File: config.mk
export PLATFORM = sky130hd
export DESIGN_NAME = serial_packet_receiver
export DESIGN_NICKNAME = d
export VERILOG_FILES = /design/src/rtl/serial_packet_receiver.sv
export SDC_FILE = /design/constraint.sdc
export NUM_CORES = 1
export LEC_CHECK = 0
export ABC_CLOCK_PERIOD_IN_PS = 5900
export CORE_MARGIN = 5
export CORE_UTILIZATION = 40
export CTS_CLUSTER_SIZE = 30
export DETAILED_ROUTE_END_ITERATION = 16
export SYNTH_ARGS = -nofsm -noshare
export SYNTH_HDL_FRONTEND = slang
export SYNTH_SLANG_ARGS = --single-unit
File: constraint.sdc
create_clock -name clk -period 5.9 [get_ports clk]
set_input_delay 1.475 -clock clk [delete_from_list [all_inputs] [get_ports clk]]
set_output_delay 1.475 -clock clk [all_outputs]
set_load 0.05 [all_outputs]
File: src/rtl/serial_packet_receiver.sv
// rtl/serial_packet_receiver.sv - 8N1 serial byte receiver feeding a 9-byte sensor packet parser
// Outputs update only after a packet's XOR checksum matches.
module serial_packet_receiver #(
  parameter int         CLKS_PER_BIT = 868,
  parameter logic [7:0] HEADER_BYTE  = 8'hAA,
  parameter int         TIMEOUT_CLKS = 100000
) (
  input  logic        clk,
  input  logic        rst_n,
  input  logic        serial_rx,
  output logic [15:0] temp_data,
  output logic [15:0] hum_data,
  output logic [15:0] motion_data,
  output logic [2:0]  valid_flags,
  output logic        packet_valid,
  output logic        checksum_error,
  output logic        framing_error,
  output logic        timeout_error,
  output logic        rx_busy
);

  localparam int            CW        = $clog2(CLKS_PER_BIT);
  localparam int            TW        = $clog2(TIMEOUT_CLKS + 1);
  localparam logic [CW-1:0] BIT_LAST  = CW'(CLKS_PER_BIT - 1);
  localparam logic [CW-1:0] HALF_LAST = CW'(CLKS_PER_BIT / 2 - 1);
  localparam logic [TW-1:0] TO_LAST   = TW'(TIMEOUT_CLKS - 1);

  typedef enum logic [1:0] {RX_IDLE, RX_START, RX_DATA, RX_STOP} rx_state_t;
  typedef enum logic [1:0] {P_HUNT, P_FLAGS, P_PAYLOAD, P_CHECK} p_state_t;

  logic          r_rx_meta, r_rx_sync, r_rx_prev;
  rx_state_t     r_rx_state, w_rx_next;
  logic [CW-1:0] r_clk_cnt;
  logic [2:0]    r_bit_idx;
  logic [7:0]    r_shift;

  p_state_t      r_p_state, w_p_next;
  logic [2:0]    r_pay_cnt;
  logic [7:0]    r_xor;
  logic [2:0]    r_flags;
  logic [47:0]   r_shadow;
  logic [TW-1:0] r_to_cnt;

  logic [15:0]   r_temp, r_hum, r_motion;
  logic [2:0]    r_valid_flags;
  logic          r_packet_valid, r_checksum_error, r_framing_error, r_timeout_error;

  logic w_fall, w_half_hit, w_bit_hit, w_start_det, w_byte_stb, w_frame;
  logic w_timeout, w_accept, w_reject;

  assign w_fall      = r_rx_prev & ~r_rx_sync;
  assign w_half_hit  = (r_clk_cnt == HALF_LAST);
  assign w_bit_hit   = (r_clk_cnt == BIT_LAST);
  assign w_start_det = (r_rx_state == RX_IDLE) && w_fall;
  assign w_byte_stb  = (r_rx_state == RX_STOP) && w_bit_hit && r_rx_sync;
  assign w_frame     = (r_rx_state == RX_STOP) && w_bit_hit && !r_rx_sync;
  // Framing wins over timeout; a strobe or start edge in the same cycle restarts the idle window.
  assign w_timeout   = (r_p_state != P_HUNT) && (r_to_cnt == TO_LAST) &&
                       !w_byte_stb && !w_start_det && !w_frame;
  assign w_accept    = w_byte_stb && (r_p_state == P_CHECK) && (r_shift == r_xor);
  assign w_reject    = w_byte_stb && (r_p_state == P_CHECK) && (r_shift != r_xor);

  always_ff @(posedge clk or negedge rst_n) begin
    if (!rst_n) begin
      r_rx_meta <= 1'b1;
      r_rx_sync <= 1'b1;
      r_rx_prev <= 1'b1;
    end else begin
      r_rx_meta <= serial_rx;
      r_rx_sync <= r_rx_meta;
      r_rx_prev <= r_rx_sync;
    end
  end

  always_comb begin
    w_rx_next = r_rx_state;
    case (r_rx_state)
      RX_IDLE:  if (w_fall) w_rx_next = RX_START;
      RX_START: if (w_half_hit) w_rx_next = r_rx_sync ? RX_IDLE : RX_DATA;
      RX_DATA:  if (w_bit_hit && r_bit_idx == 3'd7) w_rx_next = RX_STOP;
      RX_STOP:  if (w_bit_hit) w_rx_next = RX_IDLE;
      default:  w_rx_next = RX_IDLE;
    endcase
  end

  always_ff @(posedge clk or negedge rst_n) begin
    if (!rst_n) begin
      r_rx_state <= RX_IDLE;
      r_clk_cnt  <= '0;
      r_bit_idx  <= '0;
      r_shift    <= '0;
    end else begin
      r_rx_state <= w_rx_next;
      if (r_rx_state == RX_IDLE || w_rx_next != r_rx_state || w_bit_hit)
        r_clk_cnt <= '0;
      else
        r_clk_cnt <= r_clk_cnt + CW'(1);
      if (r_rx_state == RX_IDLE)
        r_bit_idx <= '0;
      else if (r_rx_state == RX_DATA && w_bit_hit) begin
        r_shift   <= {r_rx_sync, r_shift[7:1]};
        r_bit_idx <= r_bit_idx + 3'd1;
      end
    end
  end

  always_comb begin
    w_p_next = r_p_state;
    if (w_frame || w_timeout)
      w_p_next = P_HUNT;
    else if (w_byte_stb) begin
      case (r_p_state)
        P_HUNT:    if (r_shift == HEADER_BYTE) w_p_next = P_FLAGS;
        P_FLAGS:   w_p_next = P_PAYLOAD;
        P_PAYLOAD: if (r_pay_cnt == 3'd5) w_p_next = P_CHECK;
        P_CHECK:   w_p_next = P_HUNT;
        default:   w_p_next = P_HUNT;
      endcase
    end
  end

  always_ff @(posedge clk or negedge rst_n) begin
    if (!rst_n) begin
      r_p_state        <= P_HUNT;
      r_pay_cnt        <= '0;
      r_xor            <= '0;
      r_flags          <= '0;
      r_shadow         <= '0;
      r_to_cnt         <= '0;
      r_temp           <= '0;
      r_hum            <= '0;
      r_motion         <= '0;
      r_valid_flags    <= '0;
      r_packet_valid   <= 1'b0;
      r_checksum_error <= 1'b0;
      r_framing_error  <= 1'b0;
      r_timeout_error  <= 1'b0;
    end else begin
      r_p_state        <= w_p_next;
      r_packet_valid   <= w_accept;
      r_checksum_error <= w_reject;
      r_framing_error  <= w_frame;
      r_timeout_error  <= w_timeout;

      if (w_byte_stb || w_start_det || r_p_state == P_HUNT)
        r_to_cnt <= '0;
      else
        r_to_cnt <= r_to_cnt + TW'(1);

      if (w_byte_stb) begin
        case (r_p_state)
          P_HUNT: begin
            if (r_shift == HEADER_BYTE) begin
              r_xor     <= '0;
              r_pay_cnt <= '0;
            end
          end
          P_FLAGS: begin
            r_flags <= r_shift[2:0];
            r_xor   <= r_xor ^ r_shift;
          end
          P_PAYLOAD: begin
            r_shadow  <= {r_shadow[39:0], r_shift};
            r_xor     <= r_xor ^ r_shift;
            r_pay_cnt <= r_pay_cnt + 3'd1;
          end
          P_CHECK: begin
            if (r_shift == r_xor) begin
              r_temp        <= r_shadow[47:32];
              r_hum         <= r_shadow[31:16];
              r_motion      <= r_shadow[15:0];
              r_valid_flags <= r_flags;
            end
          end
          default: ;
        endcase
      end
    end
  end

  assign temp_data      = r_temp;
  assign hum_data       = r_hum;
  assign motion_data    = r_motion;
  assign valid_flags    = r_valid_flags;
  assign packet_valid   = r_packet_valid;
  assign checksum_error = r_checksum_error;
  assign framing_error  = r_framing_error;
  assign timeout_error  = r_timeout_error;
  assign rx_busy        = (r_p_state != P_HUNT);

endmodule

### Word level (Yosys, flattened, before mapping)

Index checks and enable logic that the tools add are counted.

| storage, ports and cells | value |
|---|---|
| flip-flop bits (word level) | 162 |
| logic and storage cells | 103 |
| input bits | 3 |
| output and inout bits | 56 |

| operators by class | value |
|---|---|
| bitwise operators | 4 |
| multiplexer cells | 19 |
| reduce and logical (&&, ||, !) cells | 37 |
| $add $sub $neg | 4 |
| eq/ne operators | 18 |

Operators by type and width:

| operator | number |
|---|---|
| $mux W2 | 9 |
| $add A17 B1 Y17 const B | 1 |
| $eq A17 B17 Y1 const B | 1 |
| $mux W17 | 1 |
| $pmux W2 S4 | 2 |
| $pmux W8 S2 | 1 |
| $logic_and A1 B1 Y1 | 13 |
| $reduce_and A3 Y1 | 4 |
| $add A10 B1 Y10 const B | 1 |
| $eq A10 B10 Y1 const B | 1 |
| $eq A10 B9 Y1 const B | 1 |
| $mux W10 | 1 |
| $reduce_bool A2 Y1 | 5 |
| $mux W3 | 3 |
| $eq A2 B2 Y1 const B | 4 |
| $eq A8 B8 Y1 | 1 |
| $eq A8 B8 Y1 const B | 1 |
| $mux W8 | 1 |
| $ne A8 B8 Y1 | 1 |
| $xor A8 B8 Y8 | 1 |
| $add A3 B1 Y3 const B | 2 |
| $eq A3 B3 Y1 const B | 2 |
| $ne A3 B3 Y1 const B | 2 |
| $pmux W3 S2 | 1 |
| 10 further kinds | 22 |

### Longest topological paths before layout

Gate-level depths: netlist (run 1).

| depth | value |
|---|---|
| word-level depth | 10 |
| gate-level depth with buffers | 8 |
| depth with buffers taken out | 7 |

### Worst setup path after synthesis (run 1)

Ideal clock, no wire load.

| timing path | value |
|---|---|
| path type | reg2out |
| start point | reg r_p_state[0] |
| end point | out rx_busy |
| required time | 4.425 ns |
| path buffers | 0 |
| data arrival time | 1.031 ns |
| slack | 3.394 ns |
| stages on the path, launching flop included | 4 |
| cells stage by stage | dfrtp_1 > inv_1 > ha_1 > inv_1 |

| between the ends | value |
|---|---|
| word-level cells in the longest chain between the ends | 1 |

RTL lines:

| what | line | text |
|---|---|---|
| start: declaration | 37 | `p_state_t r_p_state, w_p_next;` |
| start signal: assignment | 139 | `r_p_state <= w_p_next;` |
| $reduce_bool A2 Y1 | 189 | `assign rx_busy = (r_p_state != P_HUNT);` |
| end: declaration | 19 | `output logic rx_busy` |

No other way between the ends.

### Worst setup path after layout (run 1)

Ends and elaborated chain as after synthesis.

==> reports/qor.txt, run 1 <==
Run status -> finished clean
Peak clock frequency supported by timing -> 0.277 GHz
Setup Crit Path Kind -> flip-flop to primary output
Maximum Capacitance Violations -> 0
Drt pass-1 iters -> 4
Most common cell in the netlist -> sky130_fd_sc_hd__dfrtp_1
Most frequent cells after synthesis -> sky130_fd_sc_hd__dfrtp_1, sky130_fd_sc_hd__mux2_1, sky130_fd_sc_hd__nor2_1, sky130_fd_sc_hd__nand2_1, sky130_fd_sc_hd__mux2_2
Final hold slack -> 0.358 ns
Critical Path End Type -> primary output
Die area -> 0.0200 sq mm
Power density over the cells -> 282 mW/mm^2
Via count of the first global-routing pass -> 4242
Placer congestion estimate -> 0.826
Final Power -> 2.32 mW
Combined area of all synthesized cells -> 0.00689 sq mm
Worst vdd rail ir drop -> 191 uV
CTS Hold Bufs -> 0
Chain of cells forming the critical path -> inv_1 > ha_1 > inv_1 > clkdlybuf4s50_1
Finish-stage setup viols -> 0
P&R area growth vs syn -> 19.8%
Syn Inst Count -> 513
Setup crit start -> r_p_state[0]$_DFFE_PN0P_
Fin Clk Skew -> 0.0152 ns
Biggest area consumer among synthesized cells -> sky130_fd_sc_hd__dfrtp_1
Number of distinct library cells after synthesis -> 48
Average via count per standard cell -> 4.98
WP data arrival -> 2.14 ns
Reg2reg path depth -> 6
Count of inserted antenna diode cells -> 0
Synthesized area divided by synthesized cell count -> 13.4 sq um
CTS clk-pin slew, worst paths -> 0.06 ns
Number of setup buffers added after CTS -> 0
Syn_nets -> 528
Global-route wire length before repair -> 20700 microns
CP dominant cell by count -> sky130_fd_sc_hd__inv_1
CTS tree -> done
Root buf cell -> sky130_fd_sc_hd__clkbuf_16
Endpoint required time on the critical path -> 4.43 ns
Fraction of registers with async set or reset after synthesis -> 100%
Launch point of the worst hold path -> r_rx_meta$_DFF_PN1_
Pin count of the biggest net entering global routing -> 66
Row count -> 48
Hold Path Class -> flip-flop to flip-flop
Worst slew pin tran -> 0.751 ns
Post-detailed-route count of antenna-violating nets -> 0
Main combinational cell family by area after synthesis -> multiplexers
Maximum level of the CTS H-tree -> 4
Total global routing overflow -> 0
Post-synthesis mux area share -> 19.4%
Maximum net fanout on the critical path -> 6
Total number of vias -> 4047
HPWL after DPL -> 7900 microns
Leak -> 4.00 nW
End point of the most critical hold path -> r_rx_sync$_DFF_PN1_
Clock Tree Buf Depth -> 2
Aggregate negative setup slack -> 0 ns
Average detailed-routed wire length per instance -> 14.8 microns
Capturing point of the worst reg2reg path -> r_pay_cnt[2]$_DFFE_PN0P_
Starting utilization of the core area -> 40.3%
Top cell type's share of synthesized area -> 57.7%
Synthesis warning total -> 0
Slew Limit Headroom -> 50.0%
R2R Setup Slk -> 3.24 ns
Critical path startpoint category -> flip-flop
Floorplan Core Area -> 0.0171 sq mm
Chip Height -> 141 microns
Ratio of cells with drive above 1 in the final layout -> 15.1%
Layout net count -> 590
Clock period minus final worst setup slack -> 3.61 ns
Slowest stage delay, CP -> 0.81 ns
Sequential cell area fraction in the yosys report -> 58.9%
DRC marker count from the first detailed-route iteration -> 138
Total DRC errors in the routed layout -> 0
Total GRT Usage -> 12.8%
Hold Fails Final Rpt -> 0
Synth Area in Compound Gates -> 2.60%
Xor/xnor cell area share of the yosys netlist -> 3.94%
Dominant synthesized flop cell -> sky130_fd_sc_hd__dfrtp_1
Share of synthesized cell area in and, or, nand and nor gates -> 10.7%
FF-to-FF Start -> r_clk_cnt[0]$_DFF_PN0_
Cell with the biggest individual delay on the critical path -> sky130_fd_sc_hd__clkdlybuf4s50_1
Post-synthesis share of cell area spent on full adders, half adders and majority gates -> 2.18%
DP Worst Slack -> 2.72 ns
I/O Pins -> 59
Total CTS buffers -> 17
Final count of pins violating max slew -> 0
Number of flip-flops and latches in the synthesized netlist -> 162
Unrepaired setup endpoints after global routing -> no
Antenna violations before repair -> 0
Number of flops mapped to enable cells by yosys -> 0
Port Buffers -> 58
Clock Sink Count -> 162
Overall routed net length -> 12000 microns
Cell depth of the worst hold path -> 0
Die span in x -> 141 microns
Final WS setup -> 2.29 ns
Post-cts sizing count -> 0
Clk_lat worst skew -> 0.43 ns
Final-layout fill cell count -> 1494
Cells taking the most area after synthesis -> sky130_fd_sc_hd__dfrtp_1, sky130_fd_sc_hd__mux2_1, sky130_fd_sc_hd__mux2_4, sky130_fd_sc_hd__mux2_2, sky130_fd_sc_hd__xnor2_1
Final period utilization -> 61.3%
[power by group]
| part | switching (mW) | leakage [nW] | total (mW) | internal [mW] |
|---|---|---|---|---|
| Combinational | 0.0468 | 1.49 | 0.0794 | 0.0326 |
| Sequential | 0.0351 | 2.24 | 1.17 | 1.14 |
| Clock | 0.470 | 0.278 | 1.08 | 0.605 |
| Total | 0.552 | 4.00 | 2.32 | 1.77 |
[metrics by stage]
stage / util, % / cells / cell area (sq um)
2_1_floorplan: - / 513 / 6890
3_3_place_gp: 44.8 / 781 / 7670
3_5_place_dp: 44.8 / 781 / 7670
4_1_cts: 48.2 / 813 / 8260
5_1_grt: 48.2 / 813 / 8260
6_report: 48.2 / 813 / 8260
[placed cells by master, fill, tap and decap left out, types with 2 or more instances in the layout]
cell type and count:
sky130_fd_sc_hd__dfrtp_1 159, sky130_fd_sc_hd__mux2_1 65, sky130_fd_sc_hd__clkdlybuf4s50_1 57, sky130_fd_sc_hd__nor2_1 40, sky130_fd_sc_hd__nand2_1 25, sky130_fd_sc_hd__mux2_2 25, sky130_fd_sc_hd__xnor2_1 20, sky130_fd_sc_hd__mux2_4 20
sky130_fd_sc_hd__clkbuf_16 17, sky130_fd_sc_hd__inv_1 12, sky130_fd_sc_hd__nor2b_1 12, sky130_fd_sc_hd__o21ai_0 12, sky130_fd_sc_hd__ha_1 12, sky130_fd_sc_hd__xor2_1 11, sky130_fd_sc_hd__nand3_1 10, sky130_fd_sc_hd__nand4b_1 8
sky130_fd_sc_hd__nand4_1 7, sky130_fd_sc_hd__nor3_1 7, sky130_fd_sc_hd__inv_6 6, sky130_fd_sc_hd__and3_1 4, sky130_fd_sc_hd__o21ai_1 4, sky130_fd_sc_hd__buf_4 4, sky130_fd_sc_hd__nand4bb_1 3, sky130_fd_sc_hd__a22oi_1 3
sky130_fd_sc_hd__nand2b_1 3, sky130_fd_sc_hd__clkinv_4 3, sky130_fd_sc_hd__clkinvlp_4 3, sky130_fd_sc_hd__dfstp_2 3, sky130_fd_sc_hd__a21oi_1 2, sky130_fd_sc_hd__and4bb_1 2, sky130_fd_sc_hd__nor3b_1 2, sky130_fd_sc_hd__and4_1 2
sky130_fd_sc_hd__nor4_1 2, sky130_fd_sc_hd__mux2i_1 2
[kinds of logic after synthesis]
group / Yosys count
muxes: 112
DFF: 162
AOI/OAI and AO/OA: 29
and+or+nand+nor: 136
xor gates and xnor gates: 31
adders and majority gates: 12
buffers and inverters: 31
[area by class of cell]
cell class              count  area [sq um]  share of cell area (%)
inverters                  12          45.0                   0.545
flip-flops and latches    162          4060                    49.1
clock buffers              18           439                    5.32
repair buffers             62           612                    7.41
well taps                 225           282                    3.41
multi-input cells         320          2680                    32.4
clock inverters            14           148                    1.79
[registers in the layout (all words and copies together), names as in the netlist, 3 cells and up]
signal       count
r_flags          3
r_bit_idx        3
temp_data       16
r_xor            8
r_shift          8
hum_data        16
r_pay_cnt        3
valid_flags      3
r_clk_cnt       10
r_to_cnt        17
motion_data     16
r_shadow        48
[worst max path at each step]
| stage | endpoint | slack, ns |
|---|---|---|
| 6_report | rx_busy | 2.29 |
| 5_1_grt | rx_busy | 2.21 |
| 4_1_cts | rx_busy | 2.26 |
| 3_5_place_dp | rx_busy | 2.72 |
| 3_3_place_gp | rx_busy | 2.79 |
| 2_1_floorplan | rx_busy | 3.39 |
[worst max-delay path: cells and delay by family (launching register included)]
| family | cells | cell delay (ns) |
|---|---|---|
| flops | 1 | 0.40 |
| fa+ha+maj | 1 | 0.28 |
| buf+inv | 3 | 1.03 |
[per-layer routing]
metal / GRT usage [%] / vias up / share of wire (%) / routed length, microns
met3: 3.66 / 19 / 4.7 / 569
met4: 5.35 / 0 / 1.7 / 204
met1: 16.1 / 2043 / 46 / 5510
met2: 20.8 / 75 / 48 / 5720
met5: 0 / - / 0 / 0
li1: - / 1910 / - / -
Note: power is estimated with default switching activity, not from simulation.
==> inputs of run 2 (changes only) <==
- ABC_CLOCK_PERIOD_IN_PS: 5900 -> 3800
- clock period: 5.9 -> 3.8 ns (I/O delays scaled with it)
==> run 2 against run 1 <==
Clock skew decreased by 0.0073 ns. Largest cell class unchanged. Global-route usage up 0.11 points. Die area is the same. Worst setup slack lost 1.6 ns. Clock-buffer cell count grew 2. Sequential cell count stayed put. Non-clock buffer count grew 1. Critical path type unchanged. First-iteration DRC count increased by 3.6%. Final area barely moved. Combinational power is 59% higher. Wire length up 1.3%. Cell count unchanged.
==> reports/qor.txt, run 2 (synthesis results as in run 1) <==
Worst slew pin tran -> 0.752 ns
End point of the most critical hold path -> r_rx_sync$_DFF_PN1_
Clock Tree Buf Depth -> 2
Finish-stage setup viols -> 0
Average detailed-routed wire length per instance -> 14.9 microns
Reg2reg path depth -> 6
Total GRT Usage -> 12.9%
Setup Crit Path Kind -> flip-flop to primary output
Total area of multi-input combinational cells -> 0.00268 sq mm
Global-route wire length before repair -> 20700 microns
Fin Clk Skew -> 0.00799 ns
Clock period minus final worst setup slack -> 3.08 ns
Largest register by flop count -> r_shadow
Placer congestion estimate -> 0.843
P&R area growth vs syn -> 19.8%
WP data arrival -> 2.13 ns
Average via count per standard cell -> 4.97
Maximum Capacitance Violations -> 0
Overall routed net length -> 12200 microns
Seq. cell area -> 0.00406 sq mm
Total global routing overflow -> 0
Aggregate negative setup slack -> 0 ns
Sequential share of power -> 50.6%
Slowest stage delay, CP -> 0.81 ns
Cell depth of the worst hold path -> 0
Root buf cell -> sky130_fd_sc_hd__clkbuf_16
Final-layout fill cell count -> 1516
Pin count of the biggest net entering global routing -> 77
Cell class contributing the biggest share of worst-path delay -> buffers and inverters
Leak -> 4.01 nW
Die span in x -> 141 microns
Launch point of the worst hold path -> r_rx_meta$_DFF_PN1_
Post-cts sizing count -> 0
Total number of vias -> 4041
Critical Path End Type -> primary output
Count of buffering cells on the critical path with inverters included -> 3
Total CTS buffers -> 17
Hold Path Class -> flip-flop to flip-flop
Switching power total -> 0.808 mW
Die area -> 0.0200 sq mm
Number of setup buffers added after CTS -> 0
Maximum level of the CTS H-tree -> 4
Switch share -> 22.5%
Final count of pins violating max slew -> 0
Cell area reported after detailed placement -> 0.00769 sq mm
Hold Fails Final Rpt -> 0
Worst vdd rail ir drop -> 286 uV
Commonest cells after routing, fill and taps aside -> sky130_fd_sc_hd__dfrtp_1, sky130_fd_sc_hd__mux2_1, sky130_fd_sc_hd__clkdlybuf4s50_1, sky130_fd_sc_hd__nor2_1
CTS clk-pin slew, worst paths -> 0.06 ns
Power density over the cells -> 435 mW/mm^2
Clock share of power -> 45.9%
Maximum net fanout on the critical path -> 6
Capturing point of the worst reg2reg path -> r_shadow[7]$_DFFE_PN0P_
Via count of the first global-routing pass -> 4110
Final period utilization -> 81.0%
Met2 global-route usage -> 19.9%
Global routing usage on met1 -> 17.4%
Starting utilization of the core area -> 40.3%
Port Buffers -> 58
Most common library cell in the layout ignoring fill and taps -> sky130_fd_sc_hd__dfrtp_1
Row count -> 48
Layout net count -> 591
DRC marker count from the first detailed-route iteration -> 143
Met3 Use GR -> 3.46%
Final std cell area, no fill -> 0.00826 sq mm
Biggest regs -> r_shadow x48, r_to_cnt x17
Design internal power -> 2.78 mW
Run status -> finished clean
HPWL after DPL -> 8160 microns
Endpoint required time on the critical path -> 2.85 ns
Ratio of cells with drive above 1 in the final layout -> 14.6%
Peak clock frequency supported by timing -> 0.325 GHz
CTS Hold Bufs -> 0
Drt pass-1 iters -> 4
Gr busiest metal -> met2
Chip Height -> 141 microns
Floorplan Core Area -> 0.0171 sq mm
Cell with the biggest individual delay on the critical path -> sky130_fd_sc_hd__clkdlybuf4s50_1
Chain of cells forming the critical path -> inv_1 > ha_1 > inv_1 > clkdlybuf4s50_1
Count of inserted antenna diode cells -> 0
FF-to-FF Start -> r_clk_cnt[0]$_DFF_PN0_
Comb power frac -> 3.5%
CP dominant cell by count -> sky130_fd_sc_hd__inv_1
Total DRC errors in the routed layout -> 0
Post-detailed-route count of antenna-violating nets -> 0
Unrepaired setup endpoints after global routing -> no
Clk_lat worst skew -> 0.42 ns
Clock Sink Count -> 162
I/O Pins -> 59
Slew Limit Headroom -> 49.5%
R2R Setup Slk -> 1.12 ns
Antenna violations before repair -> 0
CTS tree -> done
Flip-flop count of the largest register, all copies and words added -> 48
Critical path startpoint category -> flip-flop
[run 2: final cells by class]
cell class,count,area share (%)
Sequential cell,162,49.1
Multi-Input combinational cell,320,32.4
Timing Repair Buffer,63,7.65
Clock buffer,20,5.29
Tap cell,225,3.41
Clock inverter,11,1.56
Inverter,12,0.546
[run 2: how the worst max path moves through the flow]
stage / startpoint / to / slack (ns) / depth (start not counted)
3_3_place_gp: r_clk_cnt[0]$_DFF_PN0_ / r_shadow[14]$_DFFE_PN0P_ / 1.20 / 6
5_1_grt: r_p_state[0]$_DFFE_PN0P_ / rx_busy / 0.64 / 4
3_5_place_dp: r_clk_cnt[0]$_DFF_PN0_ / r_shadow[7]$_DFFE_PN0P_ / 1.12 / 6
6_report: r_p_state[0]$_DFFE_PN0P_ / rx_busy / 0.72 / 4
4_1_cts: r_p_state[0]$_DFFE_PN0P_ / rx_busy / 0.69 / 4
2_1_floorplan: r_clk_cnt[0]$_DFF_PN0_ / r_shadow[28]$_DFFE_PN0P_ / 1.78 / 8
[run 2: per-stage QoR]
step                      setup slack, ns  util (%)  instances  total power, mW  hold WS, ns
after floorplan                      1.78         -        513             1.92        0.345
after global placement               1.20      44.9        782             1.97        0.347
after detailed placement             1.12      44.9        782             1.98        0.349
after CTS                           0.689      48.2        813             3.64        0.358
after global routing                0.641      48.2        813             3.74        0.366
final                               0.720      48.2        813             3.59        0.357
[run 2: per-layer routing]
layer,share of wire [%],wire length (microns),vias up
li1,-,-,1916
met1,47,5750,2035
met2,47,5690,77
met3,4.2,510,13
met4,1.6,199,0
met5,0,0,-
[run 2: power groups by stage]
| stage | clock network, mW | logic (mW) | registers [mW] |
|---|---|---|---|
| after global placement | 0 | 0.127 | 1.84 |
| after floorplan | 0 | 0.0877 | 1.83 |
| after global routing | 1.77 | 0.149 | 1.82 |
| final | 1.65 | 0.126 | 1.82 |
| after detailed placement | 0 | 0.131 | 1.85 |
| after CTS | 1.70 | 0.131 | 1.82 |
